**src/rtl/square_finder_pkg.sv**
```systemverilog
// Shared constants for the iterative squarer: state encoding and default operand width.
package square_finder_pkg;

    localparam int unsigned DEFAULT_WIDTH = 8;

    localparam logic [1:0] state_idle = 2'b00;
    localparam logic [1:0] state_run  = 2'b01;
    localparam logic [1:0] state_done = 2'b10;

endpackage

```
**src/rtl/square_finder_if.sv**
```systemverilog
// Start/busy/done handshake bundle between a requester and the squarer.
interface square_finder_if #(
    parameter int unsigned WIDTH = square_finder_pkg::DEFAULT_WIDTH
);

    logic                 start;
    logic [WIDTH-1:0]     root;
    logic                 busy;
    logic                 done;
    logic [2*WIDTH-1:0]   square;

    modport master (
        output start,
        output root,
        input  busy,
        input  done,
        input  square
    );

    modport slave (
        input  start,
        input  root,
        output busy,
        output done,
        output square
    );

endinterface

```
**src/rtl/square_path_data.sv**
```systemverilog
// Datapath for the squarer: accumulates successive odd numbers until count reaches the operand.
module square_path_data #(
    parameter int unsigned WIDTH = 8
) (
    input  logic                 i_clock,
    input  logic                 i_reset,
    input  logic                 i_action_load,
    input  logic                 i_action_step,
    input  logic                 i_action_store,
    input  logic [WIDTH-1:0]     i_root,
    output logic                 o_flag_equal,
    output logic [2*WIDTH-1:0]   o_square
);

    logic [WIDTH-1:0]   r_operand;
    logic [2*WIDTH-1:0] r_acc;
    logic [WIDTH:0]     r_delta;
    logic [WIDTH-1:0]   r_count;
    logic [2*WIDTH-1:0] r_square;

    // delta carries one extra bit so the final +2 after 2N-1 cannot wrap
    always_ff @(posedge i_clock) begin
        if (i_reset) begin
            r_operand <= '0;
            r_acc     <= '0;
            r_delta   <= '0;
            r_count   <= '0;
            r_square  <= '0;
        end else begin
            if (i_action_load) begin
                r_operand <= i_root;
                r_acc     <= '0;
                r_delta   <= {{WIDTH{1'b0}}, 1'b1};
                r_count   <= '0;
            end
            if (i_action_step) begin
                r_acc   <= r_acc + {{(WIDTH-1){1'b0}}, r_delta};
                r_delta <= r_delta + {{(WIDTH-1){1'b0}}, 2'd2};
                r_count <= r_count + {{(WIDTH-1){1'b0}}, 1'b1};
            end
            if (i_action_store) begin
                r_square <= r_acc;
            end
        end
    end

    assign o_flag_equal = (r_count == r_operand);
    assign o_square     = r_square;

endmodule

```
**src/rtl/square_finder.sv**
```systemverilog
// Iterative integer squarer: control FSM driving the odd-number summing datapath.
module square_finder
    import square_finder_pkg::*;
#(
    parameter int unsigned WIDTH = DEFAULT_WIDTH
) (
    input  logic          i_clock,
    input  logic          i_reset,
    square_finder_if.slave bus
);

    logic [1:0] r_state;
    logic [1:0] w_state_next;
    logic       r_busy;
    logic       r_done;
    logic       w_action_load;
    logic       w_action_step;
    logic       w_action_store;
    logic       w_flag_equal;

    always_comb begin
        w_state_next   = r_state;
        w_action_load  = 1'b0;
        w_action_step  = 1'b0;
        w_action_store = 1'b0;
        case (r_state)
            state_idle: begin
                if (bus.start) begin
                    w_action_load = 1'b1;
                    w_state_next  = state_run;
                end
            end
            state_run: begin
                if (w_flag_equal) begin
                    w_action_store = 1'b1;
                    w_state_next   = state_done;
                end else begin
                    w_action_step = 1'b1;
                end
            end
            state_done: w_state_next = state_idle;
            default:    w_state_next = state_idle;
        endcase
    end

    // busy/done registered from the next state so they line up with r_state
    always_ff @(posedge i_clock) begin
        if (i_reset) begin
            r_state <= state_idle;
            r_busy  <= 1'b0;
            r_done  <= 1'b0;
        end else begin
            r_state <= w_state_next;
            r_busy  <= (w_state_next == state_run) || (w_state_next == state_done);
            r_done  <= (w_state_next == state_done);
        end
    end

    square_path_data #(
        .WIDTH (WIDTH)
    ) u_path_data (
        .i_clock        (i_clock),
        .i_reset        (i_reset),
        .i_action_load  (w_action_load),
        .i_action_step  (w_action_step),
        .i_action_store (w_action_store),
        .i_root         (bus.root),
        .o_flag_equal   (w_flag_equal),
        .o_square       (bus.square)
    );

    assign bus.busy = r_busy;
    assign bus.done = r_done;

endmodule
```
**src/flat_wrapper.sv**
```systemverilog
// flat-port wrapper written by rule: the top's interface ports become plain ports
module square_finder_flat import square_finder_pkg::*;
#(
    parameter int unsigned WIDTH = DEFAULT_WIDTH
)
  (i_clock, i_reset, bus_start, bus_root, bus_busy, bus_done, bus_square);
  square_finder_if #(.WIDTH(WIDTH)) bus_i ();
  input  logic i_clock;
  input  logic i_reset;
  input wire logic [$bits(bus_i.start)-1:0] bus_start;
  input wire logic [$bits(bus_i.root)-1:0] bus_root;
  output wire logic [$bits(bus_i.busy)-1:0] bus_busy;
  output wire logic [$bits(bus_i.done)-1:0] bus_done;
  output wire logic [$bits(bus_i.square)-1:0] bus_square;
  assign bus_i.start = bus_start;
  assign bus_i.root = bus_root;
  assign bus_busy = bus_i.busy;
  assign bus_done = bus_i.done;
  assign bus_square = bus_i.square;
  square_finder #(.WIDTH(WIDTH)) u_core (.i_clock(i_clock), .i_reset(i_reset), .bus(bus_i));
endmodule
```
**config.mk**
```make
export PLATFORM = sky130hd
export DESIGN_NAME = square_finder_flat
export DESIGN_NICKNAME = d
export VERILOG_FILES = /design/src/rtl/square_finder_pkg.sv /design/src/rtl/square_finder_if.sv /design/src/rtl/square_path_data.sv /design/src/rtl/square_finder.sv /design/src/flat_wrapper.sv
export SDC_FILE = /design/constraint.sdc
export NUM_CORES = 1
export LEC_CHECK = 0
export ABC_AREA = 1
export CAP_MARGIN = 40
export CORE_UTILIZATION = 50
export CTS_CLUSTER_SIZE = 24
export DETAILED_ROUTE_END_ITERATION = 12
export MAX_ROUTING_LAYER = met4
export PLACE_DENSITY = 0.76
export SYNTH_ARGS = -nofsm -noshare
export SYNTH_HDL_FRONTEND = slang
export SYNTH_SLANG_ARGS = --single-unit
```
**constraint.sdc**
```tcl
create_clock -name i_clock -period 1.8 [get_ports i_clock]
set_input_delay 0.27 -clock i_clock [delete_from_list [all_inputs] [get_ports i_clock]]
set_output_delay 0.27 -clock i_clock [all_outputs]
set_load 0.01 [all_outputs]
```
# Word level (Yosys, flattened, before mapping)
# Index checks and enable logic that the tools add are counted.
# word_totals
output_inout_bits	18
reg_bits	61
word_cells	33
inputBits	11
# op_classes
eq_ne	4
muxes	15
addsub	3
reduce_logical	3
# ops
cell	count
16-bit 2-to-1 mux	2
9-bit 2-to-1 mux	2
16-bit by 9-bit adder with 16-bit output	1
8-bit 2-to-1 mux	2
9-bit by 2-bit adder with 9-bit output (second input constant)	1
8-bit by 1-bit adder with 8-bit output (second input constant)	1
8-bit == test	1
1-bit 2-to-1 mux	6
2-bit by 1-bit == test with 1-bit output (second input constant)	2
2-bit 2-to-1 mux	2
2-bit one-hot mux with 2 select lines	1
2-bit == test (second input constant)	1
2-bit logical NOT	1
2-bit nonzero test	1
1-bit logical OR	1

# Logic depth before layout (Yosys ltp)
# Gate-level depths: netlist of run 1.
# depth
word_depth	5
mapped_depth	12
ltp_nobuf	12

# Hierarchy
# From an unflattened synthesis of run 1, not the netlist that was laid out.
# hier_totals
hier_cells	435
hier_area_um2	3032.9
# modules_own_cells
mod	instances	area_per_inst_um2	cells_per_inst
square_path_data	1	2864.0	413
square_finder	1	168.9	22

# Least setup slack after synthesis of run 1
# Ideal clock, no wire load.
# synth_path
kind	register to register
startpoint	register u_core.u_path_data.r_acc[2]
endpoint	register u_core.u_path_data.r_acc[7]
path_buffers	0
arrival_time_ns	1.486
stages_incl_launch_ff	8
path_slack_ns	0.182
setup_ns	0.132
cell_sequence	dfxtp_1 -> ha_1 -> or2_2 -> nand3_1 -> nand2_1 -> or2_2 -> nand3_1 -> a21oi_1
# synth_via
elab_chain_len	2
# synth_lines
item	line	rtl
start: declaration	square_path_data.sv:16	logic [2*WIDTH-1:0] r_acc;
start signal: assignment	square_path_data.sv:37	r_acc <= r_acc + {{(WIDTH-1){1'b0}}, r_delta};
16-bit by 9-bit adder with 16-bit output	square_path_data.sv:37	
16-bit 2-to-1 mux	square_path_data.sv:36	if (i_action_step) begin
# No other way between the ends.
# A chain may end at the register's enable or synchronous reset.

# Worst setup path after layout of run 1
# layout_path
startpoint	register u_core.u_path_data.r_delta[2]
endpoint	register u_core.u_path_data.r_acc[7]
# layout_via
elab_chain_len	2
# layout_lines
item	line	rtl
start: declaration	square_path_data.sv:17	logic [WIDTH:0] r_delta;
start signal: assignment	square_path_data.sv:33	r_delta <= {{WIDTH{1'b0}}, 1'b1};
start signal: assignment	square_path_data.sv:38	r_delta <= r_delta + {{(WIDTH-1){1'b0}}, 2'd2};
16-bit by 9-bit adder with 16-bit output	square_path_data.sv:37	
16-bit 2-to-1 mux	square_path_data.sv:36	
# No other way between the ends.

==> results by group, run 1 <==
Outcome
  • Status: completed

Global route
  • Wire length of the first global-routing pass: about 12000 um
  • Combined global-route utilization of all metal layers: between 20% and 30%
  • Vias in the first global route: approximately 2700
  • Global route total overflow: 0
  • Maximum number of pins on one net before global-route repair: 39
  • Initial antenna violation count: 0

Detailed routing
  • Amount of wire on met3 after detailed routing: 416 um
  • Wire length on met1: 3680 um
  • Top metal layer carrying routed signals: met4
  • # DRC: 0
  • Detailed Routing Iterations Pass 1: 5
  • Count of nets left with antenna violations after detail routing: 0
  • Via-per-instance ratio: a little over 5
  • Drt wl/cell: ~12 um
  • Total length of routed met2 wires: 3310 um
  • Routed wire length: around 7500 um
  • Via count: 3137
  • Number of DRC markers after the initial detailed-route iteration: around 180

STA
  • Maximum frequency from static timing analysis: around 0.60 GHz
  • Unrepaired setup endpoints after global routing: false
  • Relative max-transition margin: between 70% and 80%
  • Worst Setup Slack, final: ~0.14 ns
  • Share of the clock period used by the worst path: 92.2%
  • Setup Skew: 0.00886 ns
  • Max Slew Vio Count: 0
  • Final critical path time including I/O delays and setup: roughly 1.7 ns
  • Actual slew at the worst max-slew pin: between 0.3 and 0.4 ns
  • Setup violations, final: 0
  • Final number of hold-violating endpoints: 0
  • Setup tns final: 0 ns

Setup path
  • Critical path required time: 2.02 ns
  • Critical Path Sink Type: register
  • Element type at the critical path start: register
  • Data arrival time of the critical path: about 1.9 ns
  • Maximum single-stage delay on the critical path: roughly 0.37 ns
  • Largest fanout of any net on the critical path: 4
  • Cell-by-cell listing of the critical path: ha_4 > or2_2 > nand3_1 > nand2_1 > or2_2 > nand3_1 > a21oi_1
  • Slowest library cell on the worst path: sky130_fd_sc_hd__dfxtp_2
  • Worst setup path class: register to register

Pwr
  • Cell-internal power: 2390 uW
  • Fraction of power spent switching nets: around 25%
  • Power per cell area: 812 nW/um2
  • Net switching component of the power: slightly above 800 uW
  • Relative contribution of the clock network to total power: a little over two fifths
  • Fraction of power consumed by combinational cells: between 10 and 15%
  • Max rail drop VDD: 0.000614 V
  • Leakage: 0.00169 uW
  • Sequential power share: roughly 44%

Placement
  • Port-buffer cells: 28
  • Dpl ws: around 0.070 ns
  • GP Congestion: just under 0.9
  • Detailed placement HPWL: 5170 um

Clocking
  • Latest clock arrival within the worst-skew pair: between 0.3 and 0.4 ns
  • Number of sinks handled by clock tree synthesis: 61
  • Clock slew at reported path FFs: approximately 0.070 ns
  • Maximum buffer depth of the clock tree: 2
  • Number of buffers created by CTS: 9
  • Clock tree root buffer cell: sky130_fd_sc_hd__clkbuf_8
  • CTS tree: built
  • Max H-tree Level: 3

Floorplan
  • Cell row count: 28
  • Die boundary height: roughly 80 um
  • Floorplan core area: 6100 um2
  • Full die area: slightly below 7000 um2
  • DIE WIDTH: ~80 um
  • Boundary pin count: 29
  • Starting utilization of the core area: a little over half

Yosys
  • Post-synthesis sequential area ratio: ~38%
  • Mean instance size in the synthesized netlist: between 6 and 7 um2
  • Post-synth net total: roughly 520
  • Gate count of the mapped netlist: ~490
  • Synthesis-stage register bit count: 61
  • Synthesized area: between 3000 and 4000 um2
  • Number of distinct library cell variants in the gate-level netlist after synthesis: 28
  • Warnings, synthesis: 0

Layout
  • Number of nets in the finished design: ~550
  • Syn-to-layout area delta: 21.7%
  • Final antenna diode count: 0
  • Share of cells above drive strength 1: 10.4%

Flow run
  • Max-cap violation count: 0

Worst hold path
  • Worst hold-check path type: register to register
==> placed cells by master, fill, tap and decap left out, types with 2 or more instances in the layout <==
cell and instances:
sky130_fd_sc_hd__nand2_1 150, sky130_fd_sc_hd__inv_1 57, sky130_fd_sc_hd__dfxtp_1 56, sky130_fd_sc_hd__a21oi_1 49, sky130_fd_sc_hd__nand3_1 47, sky130_fd_sc_hd__nor2_1 44, sky130_fd_sc_hd__clkdlybuf4s50_1 28, sky130_fd_sc_hd__o21ai_0 21
sky130_fd_sc_hd__clkbuf_8 11, sky130_fd_sc_hd__buf_4 9, sky130_fd_sc_hd__ha_1 7, sky130_fd_sc_hd__inv_2 5, sky130_fd_sc_hd__nand4_1 5, sky130_fd_sc_hd__or2_2 5, sky130_fd_sc_hd__dfxtp_2 5, sky130_fd_sc_hd__ha_4 4
sky130_fd_sc_hd__nor3_1 3, sky130_fd_sc_hd__nand3b_1 3, sky130_fd_sc_hd__buf_12 3, sky130_fd_sc_hd__o211ai_1 2, sky130_fd_sc_hd__bufinv_16 2, sky130_fd_sc_hd__clkinv_2 2
==> synth_stat cells, drive strengths merged <==
cell,n,share of area [%]
o21ai,21,3.2
nor3,3,0.46
dfxtp,61,38
o211ai,2,0.46
clkbuf,9,1.0
ha,12,4.6
fa,1,0.62
a21boi,1,0.23
xor2,1,0.27
nand4,5,0.97
nand3b,3,0.70
or2,5,0.97
nand3,48,7.4
nand2,152,18
inv,62,7.2
clkinv,1,0.27
a21oi,49,7.6
o21bai,1,0.35
buf,9,1.8
nor2,46,6.1
==> power by group through the flow <==
stage / sequential [uW] / clock, uW / combinational, uW
after floorplan: 1440 / 0 / 259
after global routing: 1420 / 1450 / 446
after CTS: 1410 / 1390 / 397
final: 1420 / 1380 / 400
after global placement: 1440 / 0 / 388
after detailed placement: 1450 / 0 / 394
==> layout make-up <==
class	count	area [um2]
multi-input cells	350	1740
clock inverters	4	70.1
flip-flops and latches	61	1230
repair buffers	40	408
well taps	75	93.8
inverters	63	241
clock buffers	12	155
fillers	556	2160
==> cells by family (layout without fill, tap and decap cells) <==
kind of cell    count (synthesis)  after routing  share of synthesized area (%)
compound gates                 74             74                           11.9
buf+inv                        81            119                           10.3
xor+xnor                        1              1                          0.271
simple gates                  262            262                           34.5
fa+ha+maj                      13             13                           5.26
flops                          61             61                           37.8
==> worst paths after layout <==
| kind | depth (start not counted) | slack [ns] | end | startpoint |
|---|---|---|---|---|
| max | 7 | 0.14 | u_core.u_path_data.r_acc[7] | u_core.u_path_data.r_delta[2] |
| min | 2 | 0.46 | u_core.u_path_data.o_square[11] | u_core.u_path_data.o_square[11] |
| max reg2reg | 7 | 0.14 | u_core.u_path_data.r_acc[7] | u_core.u_path_data.r_delta[2] |
| min reg2reg | 2 | 0.46 | u_core.u_path_data.o_square[11] | u_core.u_path_data.o_square[11] |
==> sequential cells by signal (all words and copies together) (netlist names) <==
name,flops
u_core.u_path_data.o_square,16
u_core.u_path_data.r_acc,16
u_core.u_path_data.r_delta,9
u_core.u_path_data.r_count,8
u_core.u_path_data.r_operand,8
u_core.r_state,2
u_core.bus.busy,1
u_core.bus.done,1
==> worst max-delay path: cells and delay by family (launching register included) <==
family | cells | cell delay (ns)
AND/OR/NAND/NOR | 5 | 0.89
adder cells (fa/ha/maj) | 1 | 0.21
flip-flops | 1 | 0.37
AO/OA/AOI/OAI | 1 | 0.06
==> repair_timing <==
action	CTS	global route
endpoints found under the setup margin	0	13
setup buffers	0	0
gates resized for setup	0	13
hold buffers	0	0
==> through the flow <==
stage / util (%) / hold WS, ns / area (um2) / power, uW / cells
after global routing: 64.6 / 0.482 / 3940 / 3320 / 605
after floorplan: - / 0.437 / 3230 / 1700 / 492
after global placement: 59.8 / 0.451 / 3640 / 1830 / 589
final: 64.6 / 0.462 / 3940 / 3200 / 605
after CTS: 63.5 / 0.467 / 3870 / 3200 / 605
after detailed placement: 59.8 / 0.456 / 3640 / 1840 / 589
==> per-layer routing <==
metal | GRT usage, % | up-vias
li1 | - | 1637
met1 | 33.3 | 1409
met2 | 37.3 | 77
met3 | 4.40 | 14
met4 | 8.95 | 0
met5 | - | -
Note: power is estimated with default switching activity, not from simulation.
==> run 2, diff against run 1 <==
Settings changed: MAX_ROUTING_LAYER met4 to unset.
==> results by group, run 2 (same netlist as run 1, synthesis figures left out) <==
Outcome
  • Status: completed (unchanged)

Setup path
  • Critical path buffer and inverter count: 1 (was 0)
  • Cell-by-cell listing of the critical path: ha_1 > nand2_1 > inv_1 > a21oi_1 > nand2_1 > or2_2 > nand3_1 > a21oi_1 (was ha_4 > or2_2 > nand3_1 > nand2_1 > or2_2 > nand3_1 > a21oi_1)
  • Data arrival time of the critical path: 1.92 ns (was 1.88 ns)
  • Critical Path Sink Type: register (unchanged)
  • Beginning of the worst register-to-register path: u_core.u_path_data.r_delta[6] (was u_core.u_path_data.r_delta[2])
  • Element type at the critical path start: register (unchanged)
  • Critical path required time: 2.03 ns (was 2.02 ns)
  • Kind of cell adding the most delay to the critical path: simple AND/OR/NAND/NOR gates (unchanged)
  • Maximum single-stage delay on the critical path: 0.39 ns (was 0.37 ns)
  • Slowest library cell on the worst path: sky130_fd_sc_hd__dfxtp_1 (was sky130_fd_sc_hd__dfxtp_2)
  • Critical Path Start: u_core.u_path_data.r_delta[6] (was u_core.u_path_data.r_delta[2])
  • Worst setup path class: register to register (unchanged)
  • Largest fanout of any net on the critical path: 5 (was 4)

Detailed routing
  • Number of DRC markers after the initial detailed-route iteration: 186 (was 181)
  • Via count: 3110 (was 3137)
  • Detailed Routing Iterations Pass 1: 4 (was 5)
  • Routed wire length: 7460 um (was 7520 um)
  • Drt wl/cell: 12.3 um (was 12.4 um)
  • # DRC: 0 (unchanged)
  • Count of nets left with antenna violations after detail routing: 0 (unchanged)
  • Via-per-instance ratio: 5.13 (was 5.19)

Pwr
  • Leakage: 0.00168 uW (was 0.00169 uW)
  • Power per cell area: 759 nW/um2 (was 812 nW/um2)
  • Max rail drop VDD: 0.000514 V (was 0.000614 V)

STA
  • Final critical path time including I/O delays and setup: 1.69 ns (was 1.66 ns)
  • Maximum frequency from static timing analysis: 0.591 GHz (was 0.602 GHz)
  • Max Slew Vio Count: 0 (unchanged)
  • Relative max-transition margin: 73.0% (was 73.3%)
  • Setup Skew: 0.00910 ns (was 0.00886 ns)
  • Share of the clock period used by the worst path: 93.9% (was 92.2%)
  • Final number of hold-violating endpoints: 0 (unchanged)
  • Setup violations, final: 0 (unchanged)
  • Final-layout worst hold slack: 0.464 ns (was 0.462 ns)
  • Actual slew at the worst max-slew pin: 0.405 ns (was 0.400 ns)

Global route
  • Global route total overflow: 0 (unchanged)
  • Initial antenna violation count: 0 (unchanged)
  • Combined global-route utilization of all metal layers: 24.4% (was 24.8%)
  • Vias in the first global route: 2735 (was 2747)
  • Maximum number of pins on one net before global-route repair: 39 (unchanged)
  • Wire length of the first global-routing pass: 12400 um (was 12500 um)

Layout
  • Highest-count cells in the layout ignoring fill and taps: sky130_fd_sc_hd__nand2_1, sky130_fd_sc_hd__inv_1, sky130_fd_sc_hd__dfxtp_1, sky130_fd_sc_hd__a21oi_1, sky130_fd_sc_hd__nand3_1 (unchanged)
  • Share of cells above drive strength 1: 10.4% (about the same)
  • Cell area after layout: 3860 um2 (was 3940 um2)
  • Number of nets in the finished design: 550 (was 549)
  • Most frequent standard cell in the layout excluding fill and tap cells: sky130_fd_sc_hd__nand2_1 (unchanged)
  • Final antenna diode count: 0 (unchanged)
  • Syn-to-layout area delta: 19.5% (was 21.7%)

Worst hold path
  • Worst hold-check path type: register to register (unchanged)
  • Startpoint of the most critical hold path: u_core.u_path_data.o_square[11] (unchanged)

Flow run
  • Max-cap violation count: 0 (unchanged)

Clocking
  • CTS tree: built (unchanged)
  • Post-cts hold buffer count: 0 (unchanged)
  • Clock slew at reported path FFs: 0.07 ns (about the same)
  • Number of sinks handled by clock tree synthesis: 61 (unchanged)
  • Max H-tree Level: 3 (unchanged)
  • Number of buffers created by CTS: 9 (unchanged)
  • Maximum buffer depth of the clock tree: 2 (unchanged)
  • Latest clock arrival within the worst-skew pair: 0.34 ns (about the same)
  • Clock tree root buffer cell: sky130_fd_sc_hd__clkbuf_8 (unchanged)

Placement
  • GP Congestion: 0.875 (about the same)
  • Port-buffer cells: 28 (unchanged)
  • Detailed placement HPWL: 5170 um (about the same)
  • Placement Cell Area: 3650 um2 (was 3640 um2)

Floorplan
  • Cell row count: 28 (unchanged)
  • Floorplan core area: 6100 um2 (unchanged)
  • DIE WIDTH: 82.4 um (unchanged)
  • Boundary pin count: 29 (unchanged)
  • Full die area: 6790 um2 (unchanged)
  • Die boundary height: 82.4 um (unchanged)
  • Starting utilization of the core area: 53.1% (unchanged)
[run 2: cell type report]
cell class,instances,area [um2]
sequential,61,1230
fill,564,2230
timing repair buffer,41,415
multi-input combinational,350,1710
tap,75,93.8
clock buffer,12,155
clock inverter,4,22.5
inverter,63,241
[run 2: power by group]
part	internal, uW	switching (uW)	total (uW)
Clock	568	549	1120
Combinational	154	250	404
Sequential	1390	25.3	1410
[run 2: timing repair]
action,4_1_cts,5_1_grt
gates resized for setup,0,13
endpoints found under the setup margin,0,18
setup buffers,0,0
[run 2: stage by stage]
stage               utilization, %  setup slack (ns)  setup TNS (ns)  total power, uW  cells
floorplan                        -             0.182               0             1700    492
global placement              59.9             0.105               0             1830    590
detailed placement            59.9            0.0711               0             1840    590
CTS                           62.8            0.0507               0             2950    606
global route                  63.4          -0.00237        -0.00237             3070    606
finish                        63.4             0.109               0             2940    606
[run 2: metal layers]
metal | GRT usage [%] | share of wire [%] | vias to the layer above
li1 | - | - | 1628
met3 | 4.40 | 5.7 | 11
met5 | 0 | 0 | -
met1 | 33.6 | 49 | 1388
met4 | 10.0 | 1.4 | 0
met2 | 37.5 | 44 | 83
[run 2: path summary, 6_finish.rpt]
kind / endpoint / slack [ns] / cells after the start
worst max-delay path: u_core.u_path_data.r_acc[7] / 0.11 / 8
worst min-delay path: u_core.u_path_data.o_square[11] / 0.46 / 2
worst max register to register: u_core.u_path_data.r_acc[7] / 0.11 / 8
worst min register to register: u_core.u_path_data.o_square[11] / 0.46 / 2
[run 2: worst reg2reg max path, stage by stage, from the launching register on]
cell and delay [ns]:
sky130_fd_sc_hd__dfxtp_1 0.39, sky130_fd_sc_hd__ha_1 0.31, sky130_fd_sc_hd__nand2_1 0.14, sky130_fd_sc_hd__inv_1 0.05
sky130_fd_sc_hd__a21oi_1 0.14, sky130_fd_sc_hd__nand2_1 0.11, sky130_fd_sc_hd__or2_2 0.29, sky130_fd_sc_hd__nand3_1 0.09
sky130_fd_sc_hd__a21oi_1 0.06
